**src/rtl/sha2_pkg.sv**
```systemverilog
// Shared SHA-224/SHA-256 definitions: round constants, initial hash values,
// the compression helper functions, FSM states and the working-variable bundle.
package sha2_pkg;

  typedef enum logic [1:0] {
    StIdle,
    StRound,
    StFinal
  } sha2_state_e;

  typedef struct packed {
    logic [31:0] a;
    logic [31:0] b;
    logic [31:0] c;
    logic [31:0] d;
    logic [31:0] e;
    logic [31:0] f;
    logic [31:0] g;
    logic [31:0] h;
  } sha2_vars_t;

  localparam logic [31:0] K [64] = '{
    32'h428a2f98, 32'h71374491, 32'hb5c0fbcf, 32'he9b5dba5,
    32'h3956c25b, 32'h59f111f1, 32'h923f82a4, 32'hab1c5ed5,
    32'hd807aa98, 32'h12835b01, 32'h243185be, 32'h550c7dc3,
    32'h72be5d74, 32'h80deb1fe, 32'h9bdc06a7, 32'hc19bf174,
    32'he49b69c1, 32'hefbe4786, 32'h0fc19dc6, 32'h240ca1cc,
    32'h2de92c6f, 32'h4a7484aa, 32'h5cb0a9dc, 32'h76f988da,
    32'h983e5152, 32'ha831c66d, 32'hb00327c8, 32'hbf597fc7,
    32'hc6e00bf3, 32'hd5a79147, 32'h06ca6351, 32'h14292967,
    32'h27b70a85, 32'h2e1b2138, 32'h4d2c6dfc, 32'h53380d13,
    32'h650a7354, 32'h766a0abb, 32'h81c2c92e, 32'h92722c85,
    32'ha2bfe8a1, 32'ha81a664b, 32'hc24b8b70, 32'hc76c51a3,
    32'hd192e819, 32'hd6990624, 32'hf40e3585, 32'h106aa070,
    32'h19a4c116, 32'h1e376c08, 32'h2748774c, 32'h34b0bcb5,
    32'h391c0cb3, 32'h4ed8aa4a, 32'h5b9cca4f, 32'h682e6ff3,
    32'h748f82ee, 32'h78a5636f, 32'h84c87814, 32'h8cc70208,
    32'h90befffa, 32'ha4506ceb, 32'hbef9a3f7, 32'hc67178f2
  };

  // H0 occupies the most significant word, matching the sha2_vars_t field order.
  localparam logic [255:0] Sha256Iv = {
    32'h6a09e667, 32'hbb67ae85, 32'h3c6ef372, 32'ha54ff53a,
    32'h510e527f, 32'h9b05688c, 32'h1f83d9ab, 32'h5be0cd19
  };

  localparam logic [255:0] Sha224Iv = {
    32'hc1059ed8, 32'h367cd507, 32'h3070dd17, 32'hf70e5939,
    32'hffc00b31, 32'h68581511, 32'h64f98fa7, 32'hbefa4fa4
  };

  function automatic logic [31:0] rotr(input logic [31:0] x, input int unsigned n);
    logic [63:0] dbl;
    dbl = {x, x} >> n;
    return dbl[31:0];
  endfunction

  function automatic logic [31:0] small_sigma0(input logic [31:0] x);
    return rotr(x, 7) ^ rotr(x, 18) ^ (x >> 3);
  endfunction

  function automatic logic [31:0] small_sigma1(input logic [31:0] x);
    return rotr(x, 17) ^ rotr(x, 19) ^ (x >> 10);
  endfunction

  function automatic logic [31:0] big_sigma0(input logic [31:0] x);
    return rotr(x, 2) ^ rotr(x, 13) ^ rotr(x, 22);
  endfunction

  function automatic logic [31:0] big_sigma1(input logic [31:0] x);
    return rotr(x, 6) ^ rotr(x, 11) ^ rotr(x, 25);
  endfunction

  function automatic logic [31:0] ch(input logic [31:0] x, input logic [31:0] y,
                                     input logic [31:0] z);
    return (x & y) ^ (~x & z);
  endfunction

  function automatic logic [31:0] maj(input logic [31:0] x, input logic [31:0] y,
                                      input logic [31:0] z);
    return (x & y) ^ (x & z) ^ (y & z);
  endfunction

  function automatic sha2_vars_t add_vars(input sha2_vars_t x, input sha2_vars_t y);
    sha2_vars_t s;
    s.a = x.a + y.a;
    s.b = x.b + y.b;
    s.c = x.c + y.c;
    s.d = x.d + y.d;
    s.e = x.e + y.e;
    s.f = x.f + y.f;
    s.g = x.g + y.g;
    s.h = x.h + y.h;
    return s;
  endfunction

endpackage

```
**src/rtl/sha256_round.sv**
```systemverilog
// One SHA-256 compression round, purely combinational so several can be chained
// within a single clock.
module sha256_round
  import sha2_pkg::*;
(
  input  sha2_vars_t  i_vars,
  input  logic [31:0] i_k,
  input  logic [31:0] i_w,
  output sha2_vars_t  o_vars
);

  logic [31:0] w_t1;
  logic [31:0] w_t2;

  assign w_t1 = i_vars.h + big_sigma1(i_vars.e) + ch(i_vars.e, i_vars.f, i_vars.g) + i_k + i_w;
  assign w_t2 = big_sigma0(i_vars.a) + maj(i_vars.a, i_vars.b, i_vars.c);

  assign o_vars = {w_t1 + w_t2, i_vars.a, i_vars.b, i_vars.c,
                   i_vars.d + w_t1, i_vars.e, i_vars.f, i_vars.g};

endmodule

```
**src/rtl/sha2_core.sv**
```systemverilog
// SHA-224/SHA-256 block compression engine running UNROLL rounds per clock,
// with multi-block chaining and a held digest.
module sha2_core
  import sha2_pkg::*;
#(
  parameter int unsigned UNROLL = 1
) (
  input  logic         clock,
  input  logic         reset,
  input  logic         in_valid,
  output logic         in_ready,
  input  logic [511:0] block,
  input  logic         first,
  input  logic         sha224,
  input  logic         abort,
  output logic         busy,
  output logic         digest_valid,
  output logic [255:0] digest
);

  localparam logic [5:0] LastRound = 6'(64 - UNROLL);
  localparam logic [5:0] RoundStep = 6'(UNROLL);
  localparam int unsigned NumSched = 16 + UNROLL;

  sha2_state_e       r_state, w_state_next;
  sha2_vars_t        r_vars, w_vars_next;
  sha2_vars_t        r_h, w_h_next;
  logic [15:0][31:0] r_window, w_window_next;
  logic [5:0]        r_round, w_round_next;
  logic              r_chain_ok, w_chain_ok_next;
  logic              r_sha224, w_sha224_next;
  logic              r_digest_valid, w_digest_valid_next;

  logic [31:0]       w_sched [NumSched];
  sha2_vars_t        w_chain [UNROLL + 1];
  sha2_vars_t        w_iv;

  // Window holds W[t..t+15]; extend it by UNROLL words so each round in this
  // cycle has its word and the shifted window is ready for the next cycle.
  always_comb begin
    for (int i = 0; i < 16; i++) begin
      w_sched[i] = r_window[i];
    end
    for (int j = 0; j < int'(UNROLL); j++) begin
      w_sched[16 + j] = small_sigma1(w_sched[14 + j]) + w_sched[9 + j] +
                        small_sigma0(w_sched[1 + j]) + w_sched[j];
    end
  end

  assign w_chain[0] = r_vars;

  for (genvar g = 0; g < UNROLL; g++) begin : g_round
    logic [5:0] w_t;
    assign w_t = r_round + 6'(g);
    sha256_round u_round (
      .i_vars (w_chain[g]),
      .i_k    (K[w_t]),
      .i_w    (w_sched[g]),
      .o_vars (w_chain[g + 1])
    );
  end

  assign w_iv = sha224 ? sha2_vars_t'(Sha224Iv) : sha2_vars_t'(Sha256Iv);

  always_comb begin
    w_state_next        = r_state;
    w_vars_next         = r_vars;
    w_h_next            = r_h;
    w_window_next       = r_window;
    w_round_next        = r_round;
    w_chain_ok_next     = r_chain_ok;
    w_sha224_next       = r_sha224;
    w_digest_valid_next = r_digest_valid;

    if (abort) begin
      // Abort wins over a simultaneous block offer; H is deliberately left alone.
      w_state_next        = StIdle;
      w_digest_valid_next = 1'b0;
      w_chain_ok_next     = 1'b0;
    end else begin
      unique case (r_state)
        StIdle: begin
          if (in_valid) begin
            for (int i = 0; i < 16; i++) begin
              w_window_next[i] = block[511 - 32 * i -: 32];
            end
            w_digest_valid_next = 1'b0;
            w_round_next        = '0;
            w_state_next        = StRound;
            if (first || !r_chain_ok) begin
              w_sha224_next   = sha224;
              w_h_next        = w_iv;
              w_vars_next     = w_iv;
              w_chain_ok_next = 1'b1;
            end else begin
              w_vars_next = r_h;
            end
          end
        end
        StRound: begin
          w_vars_next = w_chain[UNROLL];
          for (int i = 0; i < 16; i++) begin
            w_window_next[i] = w_sched[i + int'(UNROLL)];
          end
          w_round_next = r_round + RoundStep;
          if (r_round == LastRound) begin
            w_state_next = StFinal;
          end
        end
        StFinal: begin
          w_h_next            = add_vars(r_h, r_vars);
          w_digest_valid_next = 1'b1;
          w_state_next        = StIdle;
        end
        default: begin
          w_state_next = StIdle;
        end
      endcase
    end
  end

  always_ff @(posedge clock or negedge reset) begin
    if (!reset) begin
      r_state <= StIdle;
    end else begin
      r_state <= w_state_next;
    end
  end

  always_ff @(posedge clock or negedge reset) begin
    if (!reset) begin
      r_vars         <= '0;
      r_h            <= sha2_vars_t'(Sha256Iv);
      r_window       <= '0;
      r_round        <= '0;
      r_chain_ok     <= 1'b0;
      r_sha224       <= 1'b0;
      r_digest_valid <= 1'b0;
    end else begin
      r_vars         <= w_vars_next;
      r_h            <= w_h_next;
      r_window       <= w_window_next;
      r_round        <= w_round_next;
      r_chain_ok     <= w_chain_ok_next;
      r_sha224       <= w_sha224_next;
      r_digest_valid <= w_digest_valid_next;
    end
  end

  assign in_ready     = (r_state == StIdle);
  assign busy         = (r_state != StIdle);
  assign digest_valid = r_digest_valid;
  // SHA-224 truncates to H0..H6; the unused low word reads as zero.
  assign digest       = {r_h[255:32], r_sha224 ? 32'h0 : r_h.h};

endmodule

```
**config.mk**
```make
export PLATFORM = sky130hd
export DESIGN_NAME = sha2_core
export DESIGN_NICKNAME = d
export VERILOG_FILES = /design/src/rtl/sha2_pkg.sv /design/src/rtl/sha256_round.sv /design/src/rtl/sha2_core.sv
export SDC_FILE = /design/constraint.sdc
export NUM_CORES = 2
export LEC_CHECK = 0
export ABC_AREA = 1
export CAP_MARGIN = 15
export CELL_PAD_IN_SITES_DETAIL_PLACEMENT = 1
export CELL_PAD_IN_SITES_GLOBAL_PLACEMENT = 2
export CORE_ASPECT_RATIO = 0.5
export CORE_UTILIZATION = 36
export CTS_CLUSTER_DIAMETER = 80
export DETAILED_ROUTE_END_ITERATION = 6
export GPL_TIMING_DRIVEN = 1
export PLACE_DENSITY = 0.91
export SYNTH_ARGS = -nofsm -noshare
export SYNTH_HDL_FRONTEND = slang
export SYNTH_HIERARCHICAL = 1
export SYNTH_SLANG_ARGS = --single-unit
```
**constraint.sdc**
```tcl
create_clock -name clock -period 11.9 [get_ports clock]
set_input_delay 2.38 -clock clock [delete_from_list [all_inputs] [get_ports clock]]
set_output_delay 2.38 -clock clock [all_outputs]
set_load 0.05 [all_outputs]
```
==> reports/results.txt <==
The total met2 wirelength after detailed routing is 188800 µm. In this run the critical register-to-register path is captured at r_vars[241]. In the post-synthesis netlist, the biggest area contributors are sky130_fd_sc_hd__dfrtp_1 (26%), sky130_fd_sc_hd__nand2_1 (15%), sky130_fd_sc_hd__inv_1 (8.1%). The run finished with clean final reports. The run gives 10610 ps as the data arrival at the endpoint of the critical path. The clock latency on the worst-skew pair was 830 ps; the worst slew margin relative to its limit was 5.214%. The pin count of the biggest net entering global routing was 200. The run gives 12855 as the synthesized netlist cell count.

For hold timing, the worst endpoint is r_h[30]. The capturing element type of the critical path is a register. Met1 wire length: 188200 µm. The count of endpoints failing setup in the final report was 0; the flop and latch count out of synthesis was 1035. The tools report the total routing resource utilization after global routing as 33.52%. The maximum level of the CTS H-tree came out at 3.

The pin slew with the least headroom to its limit is 1407 ps, and the routed via count is 88289. The commonest register cell after synthesis is sky130_fd_sc_hd__dfrtp_1. Wires add up to 422600 µm. The proportion of layout cells with a drive suffix above 1 was 3.966%; the count of yosys warnings during synthesis was 6. Setup total negative slack on the finished layout was measured at 0 ps. The synthesized design contains 0 enable-type register cells.

The clock passes through at most 3 buffers. Detailed placement finished with a half-perimeter wire length of 332200 µm. Setup repair after global routing left no endpoint under its margin.

The total clock sinks was 1035. The count of hold-fix buffers inserted at cts was 0; the per-cell via count in the routed design was 5.438. Critical setup path kind: register to register.

The tools report the via count of the first global-routing pass as 89177. Main combinational cell family by area after synthesis: simple AND/OR/NAND/NOR gates. I/O pin total: 777. The largest total area in the synthesized netlist belongs to sky130_fd_sc_hd__dfrtp_1.

The synthesized netlist devotes 10.35% of its cell area to adder and majority cells. Measured along the y axis, the die boundary spans 351.1 µm. Once routing completed, OpenROAD measured the worst setup slack at 1982 ps. Counting stages on the worst path, the most repeated cell is sky130_fd_sc_hd__inv_1. The root buffer cell chosen for the clock tree is sky130_fd_sc_hd__clkbuf_16. Along the worst path, the maximum fanout reaches 28. Clock-pin slew was measured on the worst setup and hold paths at 70 ps. In the synthesized netlist the async set-or-reset flop fraction comes to 100.0%.

The starting DRC count in detailed routing was 7326; the delay of the slowest critical-path stage was 980 ps. Counting the buffers created by CTS gives 112. The minimum period implied by the final worst setup slack was 9918 ps; the number of library cell types mapped by synthesis was 58. The worst register-to-register path has a setup slack of 1980 ps.

The first TritonRoute pass finished after 6 iterations. Once the clock tree was built, the resizer swapped 0 gates to a different size. The worst register-to-register path begins at r_round[3]. The total count of hold-check failures in the final report came out at 0. Among all stages on the critical path, the largest delay is contributed by sky130_fd_sc_hd__nor2_1. The worst register-to-register path has a depth of 32. The final instance area came out at 0.09920 mm². For the total number of placement rows, the log shows 127. TritonCTS built the clock tree. The routed length on met3 came out at 28840 µm. The final layout contains 13995 nets.

Before CTS, the worst setup slack after placement is 2248 ps. For the required time at the worst-slack endpoint, the log shows 12590 ps. The synthesized netlist devotes 17.71% of its cell area to compound gates. The mapped netlist covers 0.08773 mm². The area fraction of the dominant cell type after synthesis is 25.64%, and the total setup buffers inserted after CTS is 0.

Timing would allow up to 100.8 MHz. Of the total synthesized cell area, the portion taken by AND, OR, NAND and NOR gates is 23.04%. The number of nets handed over by synthesis was 13957.

The max-slew violation total from the final report is 0, and the effective utilization at floorplan is 36.42%. The area growth from synthesis to layout is 13.08%. Together, buffers and inverters on the worst path number 7. The end-of-flow core utilization is 41.18%, and the full die area is 0.2458 mm². The remaining routing DRC violations came out at 0. The floorplan step set the die width to 700.1 µm. For the floorplan core area, the log shows 0.2409 mm². Routability-driven placement finished with a final weighted congestion of 0.9735. In this run the remaining antenna-violating nets after routing total 0. In the synthesized netlist, mux cells make up 0.3951% of the area. In this run the number of cells on the critical path is 32.

After synthesis, the mean cell area works out to 6.824 µm². The area after detailed placement was 0.09522 mm²; the post-route fraction of the period consumed by the critical path was 83.34%. The commonest cells after synthesis are sky130_fd_sc_hd__nand2_1 (3532), sky130_fd_sc_hd__inv_1 (1892), sky130_fd_sc_hd__o21ai_0 (1126). Hold path startpoint: r_h[30].

Across the run, the number of max-cap violations was 0. In this run the worst hold path is classified as register to register. For this run the aggregate overflow at the end of global routing stands at 0.

The top routing layer in use was met5. In the final routed layout, each cell accounts on average for 26.03 µm. The clock arrives with 76.65 ps of skew. Of the synthesized area, sequential elements account for 29.72%.

The startpoint type of the worst setup path is a register. In this design, the largest share of critical-path delay is due to adder cells. The first global-routing pass estimated 612000 µm of wire. Number of stages on the worst hold path: 2.

Number of antenna violations at the first check in global routing: 61. The most used standard cell by instance count after synthesis is sky130_fd_sc_hd__nand2_1. The total of buffers placed on input and output ports is 776. The share of the synthesized netlist area taken by xor and xnor gates is 4.493%.
[worst register-to-register path, delay by kind of cell, from the launching register on]
kind / cells / cell delay (ps)
buffers and inverters: 7 / 1280
flip-flops: 1 / 750
AND/OR/NAND/NOR: 10 / 2280
AO/OA/AOI/OAI: 7 / 1660
XOR/XNOR: 2 / 1010
adder cells (fa/ha/maj): 6 / 2880
[cell families after synthesis]
group,after synthesis
simple gates,5131
buf+inv,2867
compound gates,2726
flops,1035
fa+ha+maj,615
xor+xnor,450
mux,31
[routing by layer]
metal	track usage, %	up-vias
li1	-	40838
met1	45.68	43995
met2	53.55	2724
met3	5.881	674
met4	11.85	58
met5	0	-
[layout make-up]
type / count / area (µm²)
multi-input combinational: 8953 / 49150
clock inverter: 56 / 753.2
sequential: 1035 / 26070
inverter: 1900 / 7164
fill: 30539 / 141700
antenna: 25 / 62.56
timing repair buffer: 891 / 8798
clock buffer: 152 / 3163
tap: 3225 / 4035
[worst max path at each step]
| stage | start | to |
|---|---|---|
| finish | r_round[3] | r_vars[241] |
| global route | r_round[3] | r_vars[255] |
| CTS | r_round[3] | r_vars[255] |
| detailed placement | r_round[3] | r_vars[255] |
| global placement | r_round[3] | r_vars[255] |
| floorplan | r_round[1] | r_vars[252] |
[cell usage in the layout, fill, tap and decap left out, drive strengths merged, types with 152 or more instances in the layout]
cell           synthesis  final
nand3                449    449
dfrtp                899    899
a21oi                664    664
nand2               3535   3535
fa                   195    195
xnor2                178    178
inv                 1898   1904
nor2                 982    982
clkbuf               343    152
ha                   389    389
a31oi                157    157
xor2                 272    272
clkdlybuf4s50          0    775
o21ai               1237   1237
o211ai               451    451
[registers in the layout (all words and copies together), names as in the netlist]
name          count
r_window        512
r_vars          256
digest          224
r_h              32
r_round           6
r_state           2
digest_valid      1
r_chain_ok        1
r_sha224          1
[through the flow]
step | cells | hold slack, ps
finish | 16237 | 493.3
global route | 16234 | 507.1
CTS | 16212 | 493.0
detailed placement | 16004 | 481.5
global placement | 16004 | 466.1
floorplan | 12855 | 449.2
Power is left out: the tool's default activity adds up to more than one toggle a clock period on the data nets, which glitch-free logic cannot reach.
